`src/rtl/cnn_frame_seq_fsm.sv`:
```
// Frame sequencer for the CNN conv datapath: vsync delay, then per row an hsync
// delay followed by one pixel per cycle, with a frame-done handshake.
module cnn_frame_seq_fsm #(
  parameter int unsigned W_SIZE       = 12,
  parameter int unsigned W_DELAY      = 12,
  parameter int unsigned W_FRAME_SIZE = 25
) (
  input  logic                    HCLK,
  input  logic                    HRESETn,
  input  logic                    q_is_conv3x3,
  input  logic [W_SIZE-1:0]       q_width,
  input  logic [W_SIZE-1:0]       q_height,
  input  logic [W_DELAY-1:0]      q_start_up_delay,
  input  logic [W_DELAY-1:0]      q_hsync_delay,
  input  logic [W_FRAME_SIZE-1:0] q_frame_size,
  input  logic                    q_start,
  output logic                    o_ctrl_vsync_run,
  output logic [W_DELAY-1:0]      o_ctrl_vsync_cnt,
  output logic                    o_ctrl_hsync_run,
  output logic [W_DELAY-1:0]      o_ctrl_hsync_cnt,
  output logic                    o_ctrl_data_run,
  output logic [W_SIZE-1:0]       o_row,
  output logic [W_SIZE-1:0]       o_col,
  output logic [W_FRAME_SIZE-1:0] o_data_count,
  output logic                    o_end_frame
);

  typedef enum logic [2:0] {
    S_IDLE  = 3'd0,
    S_VSYNC = 3'd1,
    S_HSYNC = 3'd2,
    S_DATA  = 3'd3,
    S_DONE  = 3'd4
  } state_t;

  state_t                  state_q, state_d;
  logic [W_DELAY-1:0]      vsync_cnt_q, vsync_cnt_d;
  logic [W_DELAY-1:0]      hsync_cnt_q, hsync_cnt_d;
  logic [W_SIZE-1:0]       row_q, row_d;
  logic [W_SIZE-1:0]       col_q, col_d;
  logic [W_FRAME_SIZE-1:0] data_count_q, data_count_d;

  logic [W_DELAY-1:0] vsync_last;
  logic [W_DELAY-1:0] hsync_last;
  logic               row_last;
  logic               col_last;
  logic               count_last;

  // Layer type does not influence sequencing.
  logic unused_conv3x3;
  assign unused_conv3x3 = q_is_conv3x3;

  // Terminal counts; a zero delay still costs one cycle.
  always_comb begin
    vsync_last = (q_start_up_delay == '0) ? '0 : q_start_up_delay - W_DELAY'(1);
    hsync_last = (q_hsync_delay == '0) ? '0 : q_hsync_delay - W_DELAY'(1);
    row_last   = (row_q == q_height - W_SIZE'(1));
    col_last   = (col_q == q_width - W_SIZE'(1));
    count_last = (data_count_q == q_frame_size - W_FRAME_SIZE'(1));
  end

  // Next-state and counter update logic.
  always_comb begin
    state_d      = state_q;
    vsync_cnt_d  = vsync_cnt_q;
    hsync_cnt_d  = hsync_cnt_q;
    row_d        = row_q;
    col_d        = col_q;
    data_count_d = data_count_q;

    unique case (state_q)
      S_IDLE: begin
        if (q_start) begin
          state_d      = S_VSYNC;
          vsync_cnt_d  = '0;
          row_d        = '0;
          col_d        = '0;
          data_count_d = '0;
        end
      end
      S_VSYNC: begin
        if (vsync_cnt_q == vsync_last) begin
          state_d     = S_HSYNC;
          vsync_cnt_d = '0;
          hsync_cnt_d = '0;
        end else begin
          vsync_cnt_d = vsync_cnt_q + W_DELAY'(1);
        end
      end
      S_HSYNC: begin
        if (hsync_cnt_q == hsync_last) begin
          state_d     = S_DATA;
          hsync_cnt_d = '0;
          col_d       = '0;
        end else begin
          hsync_cnt_d = hsync_cnt_q + W_DELAY'(1);
        end
      end
      S_DATA: begin
        // Last pixel of the frame keeps its coordinates through DONE.
        if (count_last || (col_last && row_last)) begin
          state_d = S_DONE;
        end else if (col_last) begin
          state_d      = S_HSYNC;
          hsync_cnt_d  = '0;
          row_d        = row_q + W_SIZE'(1);
          col_d        = '0;
          data_count_d = data_count_q + W_FRAME_SIZE'(1);
        end else begin
          col_d        = col_q + W_SIZE'(1);
          data_count_d = data_count_q + W_FRAME_SIZE'(1);
        end
      end
      S_DONE: begin
        if (!q_start) begin
          state_d = S_IDLE;
        end
      end
      default: begin
        state_d = S_IDLE;
      end
    endcase
  end

  // State and counter registers.
  always_ff @(posedge HCLK or negedge HRESETn) begin
    if (!HRESETn) begin
      state_q      <= S_IDLE;
      vsync_cnt_q  <= '0;
      hsync_cnt_q  <= '0;
      row_q        <= '0;
      col_q        <= '0;
      data_count_q <= '0;
    end else begin
      state_q      <= state_d;
      vsync_cnt_q  <= vsync_cnt_d;
      hsync_cnt_q  <= hsync_cnt_d;
      row_q        <= row_d;
      col_q        <= col_d;
      data_count_q <= data_count_d;
    end
  end

  assign o_ctrl_vsync_run = (state_q == S_VSYNC);
  assign o_ctrl_hsync_run = (state_q == S_HSYNC);
  assign o_ctrl_data_run  = (state_q == S_DATA);
  assign o_end_frame      = (state_q == S_DONE);
  assign o_ctrl_vsync_cnt = vsync_cnt_q;
  assign o_ctrl_hsync_cnt = hsync_cnt_q;
  assign o_row            = row_q;
  assign o_col            = col_q;
  assign o_data_count     = data_count_q;

endmodule

```
`config.mk`:
```
export PLATFORM = sky130hd
export DESIGN_NAME = cnn_frame_seq_fsm
export DESIGN_NICKNAME = d
export VERILOG_FILES = /design/src/rtl/cnn_frame_seq_fsm.sv
export SDC_FILE = /design/constraint.sdc
export NUM_CORES = 1
export LEC_CHECK = 0
export CORE_UTILIZATION = 55
export CTS_CLUSTER_DIAMETER = 200
export DETAILED_ROUTE_END_ITERATION = 12
export PLACE_DENSITY = 0.86
export SLEW_MARGIN = 20
export SYNTH_ARGS = -nofsm -noshare
export SYNTH_HDL_FRONTEND = slang
export SYNTH_SLANG_ARGS = --single-unit
```
`constraint.sdc`:
```
create_clock -name HCLK -period 4.55 [get_ports HCLK]
set_clock_uncertainty 0.1 [all_clocks]
set_input_delay 0.455 -clock HCLK [delete_from_list [all_inputs] [get_ports HCLK]]
set_output_delay 0.455 -clock HCLK [all_outputs]
set_load 0.01 [all_outputs]
```
==> results.py, run 1 <==
metrics = {
    "run_status": {
        "outcome": "completed",
    },
    "clock_network": {
        "cts_setup_buffers": 0,
        "cts_buffer_depth": 2,
        "clk_latency_ns": 0.34,
        "cts.sinks": 76,
        "ctsHtreeMaxLevel": 3,
        "root_buffer": "clkbuf_16",
        "cts_resized": 0,
        "clk_pin_slew_worst_paths_ns": 0.06,
        "numCtsBuffers": 9,
        "cts_hold_buf": 0,
        "cts_tree": "done",
    },
    "power_and_ir_drop": {
        "p_leak_uw": 0.003590,
        "p_per_area_nw_per_um2": 415.3,
        "max-vdd-ir-drop_v": 0.0002181,
        "total_power_uw": 3749,
    },
    "grt": {
        "grt_use_total_pct": 30.46,
        "grt_max_degree": 77,
        "antenna_found_initial": 0,
        "grt-ovfl-total": 0,
        "grt_pass1_wl_um": 32600,
        "grt_pass1_vias": 6752,
    },
    "die": {
        "top_level_ports": 154,
        "core-area_um2": 12260,
        "initial_utilization_pct": 57.51,
        "fp.dieW_um": 115.2,
        "fp-row-count": 40,
        "die_h_um": 115.2,
        "dieArea_um2": 13280,
    },
    "timing": {
        "slew_viol_final": 0,
        "max_freq_mhz": 257.5,
        "period_minus_slack_ns": 3.884,
        "report.final.setup_viol": 0,
        "worstMarginPinSlew_ns": 0.9636,
        "final-hold-violation-count": 0,
        "setup_tns_ns": 0,
        "max_slew_margin_pct": 35.76,
        "final.period_utilization_pct": 85.37,
        "rsz0062_at_grt": "false",
    },
    "synth": {
        "synthCells": 877,
        "synth_area_leaders": "dfrtp_1 27%, xnor2_1 6.5%, xor2_1 4.8%",
        "yosysWarnings": 0,
        "synthFlopType": "dfrtp_1",
        "seq_area_frac_synth_pct": 26.97,
        "synthDistinctLibCells": 85,
        "syn_area_um2": 7052,
        "synth_nets": 964,
        "synth_edf_count": 0,
        "avgSynthCellArea_um2": 8.041,
        "synth.largest_area_cell": "dfrtp_1",
        "ys_ff_latch": 76,
        "netlist.area_leader.share_pct": 26.97,
        "ys_async_sr_fraction_pct": 100.0,
    },
    "placed_design": {
        "place_hpwl_um": 14490,
        "io_buffers": 152,
        "place.gp.congestion": 0.9495,
    },
    "finish": {
        "num-nets-final": 1101,
        "diodes": 0,
        "drive_above_1_share_pct": 7.655,
        "multiInputGateArea_um2": 4852,
        "areaGrowthSynthToFinish_pct": 28.02,
        "utilization_pct": 73.62,
        "num-fill-cells": 965,
        "seqCellArea_um2": 1902,
    },
    "critical_path": {
        "endpoint_kind": "flip-flop",
        "critPathArrivalTime_ns": 4.02,
        "crit_fanout": 10,
        "crit_type": "in -> reg",
        "crit_required_ns": 4.68,
        "r2r-start": "o_col[3]",
        "cp-startpoint": "q_height[6]",
        "cp-start-kind": "input pin",
        "reg2reg_depth": 9,
        "rrSetupSlack_ns": 1.14,
    },
    "drt": {
        "drt_wl_total_um": 19280,
        "avgRoutedWirePerCell_um": 16.24,
        "vias": 7375,
        "drt_pass1_iterations": 6,
        "drt_iter0_markers": 571,
        "route.antenna.remaining_nets": 0,
        "drc": 0,
        "post_drt_via_cell_ratio": 6.213,
    },
    "flow_run": {
        "max-cap-violations": 0,
    },
    "hold_path": {
        "hp-class": "in -> async",
    },
}
## final timing paths
check                                           end
max in group asynchronous           o_data_count[1]
worst min-delay path            o_ctrl_vsync_cnt[0]
worst min register to register      o_data_count[5]
worst max register to register  o_ctrl_hsync_cnt[3]
min in group HCLK                   o_data_count[5]
worst max-delay path                       o_col[6]
## logic make-up after synthesis
group | share of synthesized area (%)
AO/OA/AOI/OAI | 20.69
buffers and inverters | 4.311
flip-flops | 26.97
adder cells (fa/ha/maj) | 1.774
AND/OR/NAND/NOR | 31.80
XOR/XNOR | 11.30
multiplexers | 3.158
## critical path, stage by stage
cell and delay [ns]:
clkdlybuf4s50_1 0.50, or4_1 0.59, or4_1 0.56, a222oi_1 0.39
o2111a_1 0.27, nand4_1 0.26, o31ai_4 0.15, nand2b_1 0.40
buf_4 0.20, o31ai_1 0.08, a21o_1 0.16
## cell usage in the layout, fill, tap and decap left out, drive strengths merged, types with 26 or more instances in the layout
| cell | instances |
|---|---|
| nor4 | 30 |
| nor2 | 71 |
| a21oi | 39 |
| xnor2 | 52 |
| dfrtp | 76 |
| nand2 | 63 |
| nor3 | 26 |
| clkdlybuf4s50 | 151 |
| o21ai | 49 |
| nand3 | 45 |
| xor2 | 39 |
| inv | 30 |
## through the flow
stage / hold WS, ns / cell area [um2] / worst slack, ns / std cells
after CTS: 0.2081 / 9027 / 0.7113 / 1187
final: 0.1551 / 9027 / 0.6658 / 1187
after detailed placement: 0.4438 / 8727 / 0.3647 / 1171
after global placement: 0.4420 / 8727 / 0.4040 / 1171
after global routing: 0.2450 / 9027 / 0.2820 / 1187
after floorplan: 0.05941 / 7052 / 0.9926 / 877
## Yosys cell counts, drive strengths merged, types with 14 or more instances
cell type,n
a21oi,39
and3,22
clkbuf,34
dfrtp,76
inv,29
mux2i,14
nand2,63
nand2b,20
nand3,45
nand4,16
nor2,71
nor3,26
nor4,30
o21ai,49
o31ai,17
or2,14
or3,22
or4,16
xnor2,52
xor2,39
## layer usage
metal  global-route usage [%]  wire length [um]  share of wire [%]  up-vias
met5                        0                 0                  0        -
met4                    9.697               353                1.8        0
met3                    4.639              1242                6.4       31
met2                    49.92              9190                 48      267
met1                    41.35              8495                 44     3524
li1                         -                 -                  -     3553
## flip-flops by register name (all words and copies together), names as in the netlist
register / count
o_ctrl_vsync_cnt: 12
state_q: 3
o_ctrl_hsync_cnt: 12
o_row: 12
o_col: 12
o_data_count: 25
## power breakdown
part	switching [uW]	internal, uW
clock network	299	426
registers	364	851
logic	918	890
total	1580	2170
## layout make-up
type                       instances  area share, %
multi-input combinational        728          53.75
sequential                        76          21.07
timing repair buffer             170          18.32
clock buffer                       9          2.495
tap                              168          2.328
inverter                          29          1.206
clock inverter                     7         0.8316
Note: power is estimated with default switching activity, not from simulation.
==> inputs of run 2 (changes only) <==
--- a/config.mk
+++ b/config.mk
@@ -5,6 +5,7 @@
 export SDC_FILE = /design/constraint.sdc
 export NUM_CORES = 1
 export LEC_CHECK = 0
+export CORE_ASPECT_RATIO = 0.5
 export CORE_UTILIZATION = 55
 export CTS_CLUSTER_DIAMETER = 200
 export DETAILED_ROUTE_END_ITERATION = 12
==> results.py, run 2 (same netlist as run 1, synthesis figures left out) <==
metrics = {
    "run_status": {
        "outcome": "completed",
    },
    "drt": {
        "drc": 0,
        "avgRoutedWirePerCell_um": 17.41,
        "vias": 7430,
        "drt_pass1_iterations": 5,
        "post_drt_via_cell_ratio": 6.265,
        "route.antenna.remaining_nets": 0,
        "drt_iter0_markers": 648,
        "drt_wl_total_um": 20650,
    },
    "clock_network": {
        "root_buffer": "clkbuf_16",
        "cts_setup_buffers": 0,
        "cts_hold_buf": 0,
        "cts_buffer_depth": 2,
        "numCtsBuffers": 9,
        "cts_tree": "done",
        "cts_resized": 0,
        "clk_latency_ns": 0.35,
        "cts.sinks": 76,
        "ctsHtreeMaxLevel": 3,
        "clk_pin_slew_worst_paths_ns": 0.06,
    },
    "power_and_ir_drop": {
        "max-vdd-ir-drop_v": 0.0002019,
        "p_leak_uw": 0.003631,
        "p_per_area_nw_per_um2": 428.5,
    },
    "critical_path": {
        "crit_fanout": 6,
        "crit_required_ns": 4.71,
        "critPathArrivalTime_ns": 4.13,
        "crit_type": "in -> reg",
        "endpoint_kind": "flip-flop",
        "cp-start-kind": "input pin",
    },
    "grt": {
        "grt_pass1_wl_um": 32980,
        "grt_use_total_pct": 31.30,
        "grt_max_degree": 77,
        "grt_pass1_vias": 6848,
        "antenna_found_initial": 0,
        "grt-ovfl-total": 0,
    },
    "die": {
        "fp-row-count": 28,
        "die_h_um": 82.07,
        "core-area_um2": 12160,
        "fp.dieW_um": 162.1,
        "dieArea_um2": 13310,
        "top_level_ports": 154,
        "initial_utilization_pct": 58.01,
    },
    "finish": {
        "drive_above_1_share_pct": 7.835,
        "num-nets-final": 1104,
        "final_common_cell": "clkdlybuf4s50_1",
        "areaGrowthSynthToFinish_pct": 28.81,
        "final_cell_count_no_fill": 1186,
        "layout_common_cells": "151 x clkdlybuf4s50_1, 76 x dfrtp_1, 71 x nor2_1",
        "diodes": 0,
        "largest_reg_flops": 25,
    },
    "placed_design": {
        "place.gp.congestion": 0.9492,
        "place_hpwl_um": 15380,
        "pre_cts_ws_ns": 0.3037,
        "dpl.cell_count": 1171,
        "io_buffers": 152,
    },
    "timing": {
        "max_freq_mhz": 252.2,
        "period_minus_slack_ns": 3.965,
        "setup_ws_ns": 0.5854,
        "max_slew_margin_pct": 35.20,
        "worstMarginPinSlew_ns": 0.9721,
        "report.final.setup_viol": 0,
        "setup_tns_ns": 0,
        "final-hold-violation-count": 0,
        "rsz0062_at_grt": "false",
        "slew_viol_final": 0,
        "final.period_utilization_pct": 87.13,
    },
    "flow_run": {
        "max-cap-violations": 0,
    },
    "hold_path": {
        "hp-class": "in -> async",
    },
}
[run 2: changes by cell type in the layout (fill, tap and decap cells not counted)]
cell	previous run	this run
clkinvlp_4	3	0
bufinv_16	1	3
buf_4	19	22
[run 2: routing by layer]
metal	vias to the layer above	global-route usage [%]	share of wire, %
met1	3556	40.15	44
li1	3576	-	-
met3	37	3.485	5.6
met4	0	13.30	1.9
met5	-	0	0
met2	261	54.51	49
[run 2: critical path, cell delays in order]
cell             delay, ns
clkdlybuf4s50_1       0.48
inv_1                 0.09
ha_1                  0.18
or4b_1                0.53
or3_1                 0.40
a211o_1               0.29
a2111oi_0             0.51
nand4b_1              0.24
nor3b_1               0.22
a21oi_2               0.28
buf_4                 0.20
o41ai_1               0.09
a21oi_1               0.15
[run 2: worst paths after layout]
kind / startpoint / end / slack [ns] / depth (start not counted)
worst min-delay path: HRESETn / o_data_count[17] / 0.16 / 1
min in group HCLK: o_ctrl_hsync_cnt[10] / o_ctrl_hsync_cnt[10] / 0.48 / 1
max in group asynchronous: HRESETn / o_row[10] / 3.56 / 1
worst min register to register: o_ctrl_hsync_cnt[10] / o_ctrl_hsync_cnt[10] / 0.48 / 1
worst max register to register: o_data_count[17] / state_q[1] / 1.27 / 10
worst max-delay path: q_height[0] / o_row[8] / 0.59 / 13
[run 2: through the flow]
stage,util (%),area (um2),hold WS [ns],total power [uW]
floorplan,-,7052,0.05941,2249
global placement,71.94,8746,0.4657,2981
detailed placement,71.94,8746,0.4632,3055
CTS,74.72,9084,0.1989,3885
global route,74.72,9084,0.2410,4138
finish,74.72,9084,0.1626,3892
[run 2: area by class of cell]
class / count / area, um2
clock buffers: 9 / 225.2
clock inverters: 6 / 112.6
fillers: 925 / 3073
inverters: 29 / 108.9
multi-input cells: 728 / 4852
flip-flops and latches: 76 / 1902
well taps: 165 / 206.4
repair buffers: 173 / 1677
[run 2: report_power, final]
| part | total (uW) | switching, uW | internal [uW] |
|---|---|---|---|
| sequential | 1230 | 374 | 851 |
| clock | 822 | 288 | 534 |
| combinational | 1850 | 938 | 907 |
==> inputs of run 3 (changes only) <==
--- a/config.mk
+++ b/config.mk
@@ -9,7 +9,8 @@
 export CORE_UTILIZATION = 55
 export CTS_CLUSTER_DIAMETER = 200
 export DETAILED_ROUTE_END_ITERATION = 12
-export PLACE_DENSITY = 0.86
+export DONT_BUFFER_PORTS = 1
+export PLACE_DENSITY = 0.7
 export SLEW_MARGIN = 20
 export SYNTH_ARGS = -nofsm -noshare
 export SYNTH_HDL_FRONTEND = slang
==> results.py, run 3 (same netlist as run 1, synthesis figures left out) <==
metrics = {
    "clock_network": {
        "cts.sinks": 76,
        "cts_buffer_depth": 2,
        "clk_latency_ns": 0.34,
        "cts_resized": 0,
        "numCtsBuffers": 9,
        "cts_tree": "done",
        "root_buffer": "clkbuf_16",
        "ctsHtreeMaxLevel": 3,
        "clk_pin_slew_worst_paths_ns": 0.06,
    },
    "die": {
        "die_h_um": 82.07,
        "fp.dieW_um": 162.1,
        "fp-row-count": 28,
        "top_level_ports": 154,
        "dieArea_um2": 13310,
        "core-area_um2": 12160,
        "initial_utilization_pct": 58.01,
    },
    "drt": {
        "drt_wl_total_um": 18320,
        "avgRoutedWirePerCell_um": 17.93,
        "vias": 6722,
        "route.antenna.remaining_nets": 0,
        "post_drt_via_cell_ratio": 6.577,
        "drt_iter0_markers": 482,
        "drt_pass1_iterations": 6,
        "drc": 0,
    },
    "timing": {
        "setup_tns_ns": 0,
        "rsz0062_at_grt": "false",
        "final.period_utilization_pct": 80.83,
        "worstMarginPinSlew_ns": 0.7754,
        "period_minus_slack_ns": 3.678,
        "slew_viol_final": 0,
        "final-hold-violation-count": 0,
        "max_slew_margin_pct": 48.02,
        "report.final.setup_viol": 0,
        "max_freq_mhz": 271.9,
        "setup_ws_ns": 0.8721,
    },
    "placed_design": {
        "place_hpwl_um": 13670,
        "dpl.cell_count": 1005,
        "io_buffers": 0,
        "pre_cts_ws_ns": 0.6444,
        "place.gp.congestion": 0.9814,
    },
    "critical_path": {
        "cp-startpoint": "o_col[3]",
        "critPathArrivalTime_ns": 3.76,
        "cp-start-kind": "flip-flop",
        "slowest_delay_ns": 0.61,
        "crit_type": "reg -> reg",
        "endpoint_kind": "flip-flop",
        "crit_fanout": 10,
        "crit_path_cell_trace": "xor2_1 -> or2_2 -> a22o_1 -> or4_1 -> a211oi_1 -> o31ai_1 -> a31oi_1 -> nor2b_1 -> a31oi_1",
        "crit_required_ns": 4.64,
        "critical-path-top-delay-family": "compound AO/OA/AOI/OAI gates",
        "r2r-start": "o_col[3]",
        "crit_slowest_cell": "nor2b_1",
        "crit_top_cell": "a31oi_1",
        "cp_num_buf_inv": 0,
    },
    "power_and_ir_drop": {
        "p_per_area_nw_per_um2": 452.3,
        "p_leak_uw": 0.003016,
        "max-vdd-ir-drop_v": 0.0001877,
    },
    "finish": {
        "largest_reg_flops": 25,
        "drive_above_1_share_pct": 7.818,
        "layout_common_cells": "76 x dfrtp_1, 71 x nor2_1, 63 x nand2_1",
        "diodes": 0,
        "num-fill-cells": 1093,
        "num-nets-final": 940,
        "areaGrowthSynthToFinish_pct": 6.388,
        "final_common_cell": "dfrtp_1",
        "utilization_pct": 61.71,
        "final_cell_count_no_fill": 1022,
    },
    "grt": {
        "grt_use_met1_pct": 34.91,
        "antenna_found_initial": 0,
        "grt-ovfl-total": 0,
        "grt_pass1_vias": 6045,
        "grt_util_met3_pct": 6.313,
        "grt_pass1_wl_um": 29290,
        "grt_max_degree": 77,
        "met2_usage_pct": 47.77,
        "busiest_layer": "met2",
        "grt_use_total_pct": 27.70,
    },
    "flow_run": {
        "max-cap-violations": 0,
    },
    "hold_path": {
        "hp-class": "in -> reg",
        "worstHoldStart": "q_start",
    },
    "run_status": {
        "outcome": "completed",
    },
}
[run 3: cell types whose count changed in the layout (fill, tap and decap cells not counted)]
| cell | before | now |
|---|---|---|
| buf_4 | 22 | 7 |
| dlygate4sd3_1 | 0 | 1 |
| nor3_1 | 26 | 25 |
| clkdlybuf4s50_1 | 151 | 0 |
| nor3_2 | 0 | 1 |
| buf_16 | 0 | 1 |
[run 3: report_power, final]
| group | switching (uW) | leakage, uW | internal, uW |
|---|---|---|---|
| sequential | 459 | 0.00102 | 849 |
| clock | 295 | 0.000166 | 535 |
| combinational | 723 | 0.00183 | 531 |
[run 3: metrics by stage]
| step | hold WS (ns) | area, um2 | total power, uW |
|---|---|---|---|
| 3_3_place_gp | 0.06063 | 7122 | 2506 |
| 3_5_place_dp | 0.06051 | 7127 | 2551 |
| 2_1_floorplan | 0.05941 | 7052 | 2249 |
| 4_1_cts | 0.1611 | 7502 | 3407 |
| 5_1_grt | 0.1601 | 7502 | 3630 |
| 6_report | 0.1676 | 7502 | 3393 |
[run 3: final cells by class]
class                           instances  area, um2  share of cell area (%)
Clock buffer                            9      225.2                   3.002
Clock inverter                          6      112.6                   1.501
Sequential cell                        76       1902                   25.35
Timing Repair Buffer                    9      90.09                   1.201
Tap cell                              165      206.4                   2.752
Inverter                               29      108.9                   1.451
Multi-Input combinational cell        728       4857                   64.74
[run 3: metal layers]
metal,vias up,part of all wire [%],wire [um]
met2,228,47,8602
met3,24,7.1,1292
met4,0,1.6,293
met1,3229,44,8135
li1,3241,-,-
met5,-,0,0
[run 3: final timing paths]
check	to	slack (ns)	depth (start not counted)
worst max-delay path	o_ctrl_hsync_cnt[6]	0.87	9
max in group asynchronous	o_row[2]	3.46	2
worst min register to register	o_data_count[5]	0.52	1
min in group asynchronous	state_q[0]	0.59	2
worst min-delay path	state_q[2]	0.17	1
worst max register to register	o_ctrl_hsync_cnt[6]	0.87	9
[run 3: what timing repair did]
item,4_1_cts,5_1_grt
buffers inserted,0,0
setup endpoints to repair,0,0
hold buffers,2,0
endpoints found under the hold margin,76,0
